==> src/rtl/mproc_pkg.sv <==
// rtl/mproc_pkg.sv - shared widths and loader state encoding for the processor subsystem
package mproc_pkg;

    localparam int ADDR_W    = 7;
    localparam int DATA_W    = 16;
    localparam int RAM_DEPTH = 128;

    localparam logic [2:0] ST_IDLE = 3'd0;
    localparam logic [2:0] ST_CNT  = 3'd1;
    localparam logic [2:0] ST_HI   = 3'd2;
    localparam logic [2:0] ST_LO   = 3'd3;
    localparam logic [2:0] ST_CHK  = 3'd4;
    localparam logic [2:0] ST_DONE = 3'd5;
    localparam logic [2:0] ST_ERR  = 3'd6;

    typedef enum logic [2:0] {
        S_IDLE = ST_IDLE,
        S_CNT  = ST_CNT,
        S_HI   = ST_HI,
        S_LO   = ST_LO,
        S_CHK  = ST_CHK,
        S_DONE = ST_DONE,
        S_ERR  = ST_ERR
    } ldr_state_e;

endpackage

==> src/rtl/mproc_loader.sv <==
// rtl/mproc_loader.sv - framed byte-stream program loader for the 128x16 program RAM
module mproc_loader
    import mproc_pkg::*;
#(
    parameter int ADDR_W = mproc_pkg::ADDR_W,
    parameter int DATA_W = mproc_pkg::DATA_W
) (
    input  logic              clk,
    input  logic              reset,
    input  logic              start,
    input  logic              in_valid,
    input  logic [7:0]        in_byte,
    output logic              in_ready,
    output logic              mem_wr,
    output logic [ADDR_W-1:0] mem_addr,
    output logic [DATA_W-1:0] mem_din,
    output logic              cpu_hold,
    output logic              done,
    output logic              err
);

    ldr_state_e        state_q, state_d;
    logic [7:0]        remaining_q, remaining_d;
    logic [7:0]        cks_q, cks_d;
    logic [7:0]        hi_q, hi_d;
    logic [ADDR_W-1:0] word_idx_q, word_idx_d;
    logic              in_ready_q, in_ready_d;
    logic              mem_wr_q, mem_wr_d;
    logic [ADDR_W-1:0] mem_addr_q, mem_addr_d;
    logic [DATA_W-1:0] mem_din_q, mem_din_d;
    logic              cpu_hold_q, cpu_hold_d;
    logic              done_q, done_d;
    logic              err_q, err_d;
    logic              accept;

    assign accept = in_valid && in_ready_q;

    // State and registered outputs; reset drops any half-assembled word
    always_ff @(posedge clk) begin
        if (reset) begin
            state_q     <= S_IDLE;
            remaining_q <= '0;
            cks_q       <= '0;
            hi_q        <= '0;
            word_idx_q  <= '0;
            in_ready_q  <= 1'b0;
            mem_wr_q    <= 1'b0;
            mem_addr_q  <= '0;
            mem_din_q   <= '0;
            cpu_hold_q  <= 1'b1;
            done_q      <= 1'b0;
            err_q       <= 1'b0;
        end else begin
            state_q     <= state_d;
            remaining_q <= remaining_d;
            cks_q       <= cks_d;
            hi_q        <= hi_d;
            word_idx_q  <= word_idx_d;
            in_ready_q  <= in_ready_d;
            mem_wr_q    <= mem_wr_d;
            mem_addr_q  <= mem_addr_d;
            mem_din_q   <= mem_din_d;
            cpu_hold_q  <= cpu_hold_d;
            done_q      <= done_d;
            err_q       <= err_d;
        end
    end

    // Frame parser: count, hi/lo word pairs, then checksum compare
    always_comb begin
        state_d     = state_q;
        remaining_d = remaining_q;
        cks_d       = cks_q;
        hi_d        = hi_q;
        word_idx_d  = word_idx_q;
        mem_wr_d    = 1'b0;
        mem_addr_d  = mem_addr_q;
        mem_din_d   = mem_din_q;
        cpu_hold_d  = cpu_hold_q;
        done_d      = done_q;
        err_d       = err_q;
        unique case (state_q)
            S_IDLE, S_DONE, S_ERR: begin
                if (start) begin
                    state_d    = S_CNT;
                    done_d     = 1'b0;
                    err_d      = 1'b0;
                    cpu_hold_d = 1'b1;
                    word_idx_d = '0;
                end
            end
            S_CNT: begin
                if (accept) begin
                    remaining_d = (in_byte == 8'd0) ? 8'd128 : in_byte;
                    cks_d       = in_byte;
                    state_d     = S_HI;
                end
            end
            S_HI: begin
                if (accept) begin
                    hi_d    = in_byte;
                    cks_d   = cks_q ^ in_byte;
                    state_d = S_LO;
                end
            end
            S_LO: begin
                if (accept) begin
                    mem_wr_d    = 1'b1;
                    mem_addr_d  = word_idx_q;
                    mem_din_d   = {hi_q, in_byte};
                    cks_d       = cks_q ^ in_byte;
                    remaining_d = remaining_q - 8'd1;
                    // Hold the index on the final word so a full-depth load never wraps
                    if (remaining_d != 8'd0) begin
                        word_idx_d = word_idx_q + 1'b1;
                        state_d    = S_HI;
                    end else begin
                        state_d = S_CHK;
                    end
                end
            end
            S_CHK: begin
                if (accept) begin
                    if (in_byte == cks_q) begin
                        state_d    = S_DONE;
                        done_d     = 1'b1;
                        cpu_hold_d = 1'b0;
                    end else begin
                        state_d = S_ERR;
                        err_d   = 1'b1;
                    end
                end
            end
            default: state_d = S_IDLE;
        endcase
        in_ready_d = (state_d == S_CNT) || (state_d == S_HI) ||
                     (state_d == S_LO)  || (state_d == S_CHK);
    end

    assign in_ready = in_ready_q;
    assign mem_wr   = mem_wr_q;
    assign mem_addr = mem_addr_q;
    assign mem_din  = mem_din_q;
    assign cpu_hold = cpu_hold_q;
    assign done     = done_q;
    assign err      = err_q;

endmodule

==> config.mk <==
export PLATFORM = sky130hd
export DESIGN_NAME = mproc_loader
export DESIGN_NICKNAME = d
export VERILOG_FILES = /design/src/rtl/mproc_pkg.sv /design/src/rtl/mproc_loader.sv
export SDC_FILE = /design/constraint.sdc
export NUM_CORES = 1
export LEC_CHECK = 0
export ABC_AREA = 1
export CORE_ASPECT_RATIO = 0.7
export CORE_UTILIZATION = 45
export CTS_BUF_LIST = sky130_fd_sc_hd__clkbuf_4
export CTS_CLUSTER_SIZE = 30
export DETAILED_ROUTE_END_ITERATION = 8
export GPL_TIMING_DRIVEN = 0
export PLACE_DENSITY = 0.73
export SYNTH_ARGS = -nofsm -noshare
export SYNTH_HDL_FRONTEND = slang
export SYNTH_SLANG_ARGS = --single-unit
==> constraint.sdc <==
create_clock -name clk -period 3.9 [get_ports clk]
set_clock_uncertainty 0.15 [all_clocks]
set_input_delay 0.975 -clock clk [delete_from_list [all_inputs] [get_ports clk]]
set_output_delay 0.975 -clock clk [all_outputs]
set_load 0.005 [all_outputs]
==> out/qor.txt <==
vias in the first global route -> 2648
area of the multi-input gates -> 0.00147 mm²
Syn Nets -> 430
routed length per instance -> 13.9 µm
first drt pass iteration count -> 5
GR Overflow Total -> 0
CTS root buffer -> clkbuf_4
Vias -> 2886
Sink Count -> 62
worst path required time -> 4110 ps
crit path DAT -> 2770 ps
async set-reset flop share out of synthesis -> 0%
Residual DRC -> 0
Worst-path clk slew -> 110 ps
H-tree levels -> 3
final period utilization -> 65.5%
minimum clock period -> 2550 ps
Post-CTS Resized -> 0
Overall Power -> 1.37 mW
Setup crit start kind -> primary input
P per Cell Area -> 382 mW/mm²
max-cap check violation count -> 0
Total GRT Usage -> 24.1%
Sequential Area -> 0.00124 mm²
# port buffers -> 39
most frequent cells in the layout -> nand2_1, dfxtp_1, nor2_1
crit-path cells -> clkdlybuf4s50_1 > inv_1 > nand2_1 > nand2_1 > nor2_1 > nand2_1 > nor2_1 > inv_1 > a21oi_1 > nand3_1 > nand2_1 > nand2_1 > nor2_1
core box area -> 0.00628 mm²
synthesized area per cell -> 7.09 µm²
Detail Placement HPWL -> 5.57 mm
n_diodes -> 0
share of layout cells above drive strength 1 -> 9.57%
worst-path fanout max -> 5
Die Wd -> 98.6 µm
first-pass GRT wire length -> 12.9 mm
row cnt -> 24
Die ar. -> 0.00687 mm²
post-CTS setup buffers -> 0
slew of the pin with the lowest slew margin -> 576 ps
Fmax achieved -> 392 MHz
GP Congestion -> 0.867
Final WS setup -> 1350 ps
Via-to-Cell Ratio -> 5.27
warnings from Yosys -> 0
Detailed Route WL -> 7.62 mm
max incr delay on CP -> 560 ps
number of enable flip-flop cells after synthesis -> 0
Hold Vio Cnt, Final -> 0
RSZ-0062 raised after global routing -> false
Cells after Synth -> 415
max-slew violations -> 0
WP buf/inv -> 3
Layout area overhead -> 21.4%
Crit Path Category -> primary input to flip-flop
clock buffer depth -> 2
initial antenna violation count -> 0
status -> finished clean
Crit-path slowest cell -> clkdlybuf4s50_1
sequential area share after synthesis -> 42.2%
initial DRC count -> 225
Post-Syn Area -> 0.00294 mm²
Initial Utilization -> 46.9%
largest net degree at the start of global routing -> 13
synthesis-stage register bit count -> 62
Rel. slew slack -> 61.6%
post-place setup slack -> 942 ps
CP Capture Type -> flip-flop
TritonCTS clock tree -> done
Leakage -> 1.48 nW
setup violators final -> 0
cts bufs inserted -> 9
most common cell after layout, fill and taps aside -> nand2_1
CP most frequent cell -> nand2_1
CTS Hold Bufs -> 0
Hold Crit Class -> flip-flop to flip-flop
clk_lat worst skew -> 420 ps
Final nets -> 480
dominant synthesized flop cell -> dfxtp_1
top cell family by delay on the critical path -> simple AND/OR/NAND/NOR gates
ANT nets after route -> 0
post-synthesis cell type count -> 33
setup tns final -> 0 ps
Die H -> 69.6 µm
Ports -> 40
VDD IR max -> 0.219 mV
fillers -> 611
area by class of cell:
cell class	count	area share [%]
inverter	41	4.31
tap	78	2.73
clock inverter	7	2.10
sequential	62	34.7
clock buffer	9	1.89
buffer	17	2.07
timing repair buffer	39	10.9
multi-input combinational	295	41.2
worst paths after layout:
| check | startpoint | end | slack [ps] | depth (start not counted) |
|---|---|---|---|---|
| setup reg to reg | remaining_q[0] | word_idx_q[5] | 1750 | 13 |
| setup / recovery | in_byte[5] | in_ready | 1350 | 13 |
| hold reg to reg | done | done | 310 | 2 |
| hold / removal | done | done | 310 | 2 |
flip-flops by register name, indices dropped and copies added, names as in the netlist, 3 cells and up:
name and cells:
mem_din 16, cks_q 8, hi_q 8, remaining_q 8
mem_addr 7, word_idx_q 7, state_q 3
cells by family (layout without fill, tap and decap cells):
group | after synthesis | after routing | synth area share (%)
flip-flops | 62 | 62 | 42.2
buffers and inverters | 58 | 113 | 7.74
AO/OA/AOI/OAI | 96 | 96 | 17.2
adder cells (fa/ha/maj) | 3 | 3 | 1.28
AND/OR/NAND/NOR | 190 | 190 | 29.8
XOR/XNOR | 6 | 6 | 1.79
synth_stat cells (2+ instances only):
library cell | n | area, µm²
dfxtp_1 | 62 | 1240
nor4_1 | 9 | 56.3
a21oi_1 | 33 | 165
inv_1 | 36 | 135
a31oi_1 | 6 | 37.5
ha_1 | 3 | 37.5
nor3b_1 | 8 | 60.1
nand2_2 | 5 | 31.3
nor2_1 | 56 | 210
or2_1 | 2 | 12.5
inv_2 | 5 | 18.8
xnor2_1 | 3 | 26.3
buf_2 | 7 | 35.0
nor2_4 | 2 | 22.5
nor2_2 | 5 | 31.3
nand2_1 | 75 | 282
nand4_1 | 4 | 25.0
clkbuf_1 | 9 | 33.8
xor2_1 | 3 | 26.3
o21ai_0 | 44 | 220
nand2_4 | 2 | 22.5
nor3_1 | 2 | 10.0
o22ai_1 | 8 | 50.1
o21ai_1 | 2 | 10.0
nand3_1 | 16 | 80.1
metrics by stage:
| step | instance area, µm² | hold slack (ps) | cells | util (%) |
|---|---|---|---|---|
| 5_1_grt | 3570 | 338 | 548 | 56.9 |
| 3_5_place_dp | 3430 | 297 | 532 | 54.6 |
| 2_1_floorplan | 2940 | 294 | 415 | - |
| 3_3_place_gp | 3430 | 292 | 532 | 54.6 |
| 6_report | 3570 | 310 | 548 | 56.9 |
| 4_1_cts | 3570 | 314 | 548 | 56.9 |
worst register-to-register path: cells and delay by family (launching register included):
kind | cells | cell delay [ps]
compound gates | 1 | 150
fa+ha+maj | 1 | 250
buf+inv | 1 | 130
flops | 1 | 380
simple gates | 10 | 1010
where the power goes:
part / leakage (nW) / switching [mW] / internal [mW]
sequential: 0.502 / 0.0192 / 0.657
combinational: 0.905 / 0.142 / 0.0889
clock: 0.0698 / 0.264 / 0.196
total: 1.48 / 0.425 / 0.941
metal layers:
metal | vias to the layer above | GRT usage [%] | share of wire, %
met5 | - | 0 | 0
met4 | 0 | 7.46 | 1.0
met3 | 11 | 7.16 | 6.1
met2 | 77 | 36.0 | 44
met1 | 1325 | 33.6 | 49
li1 | 1473 | - | -
(Power assumes the default switching activity.)
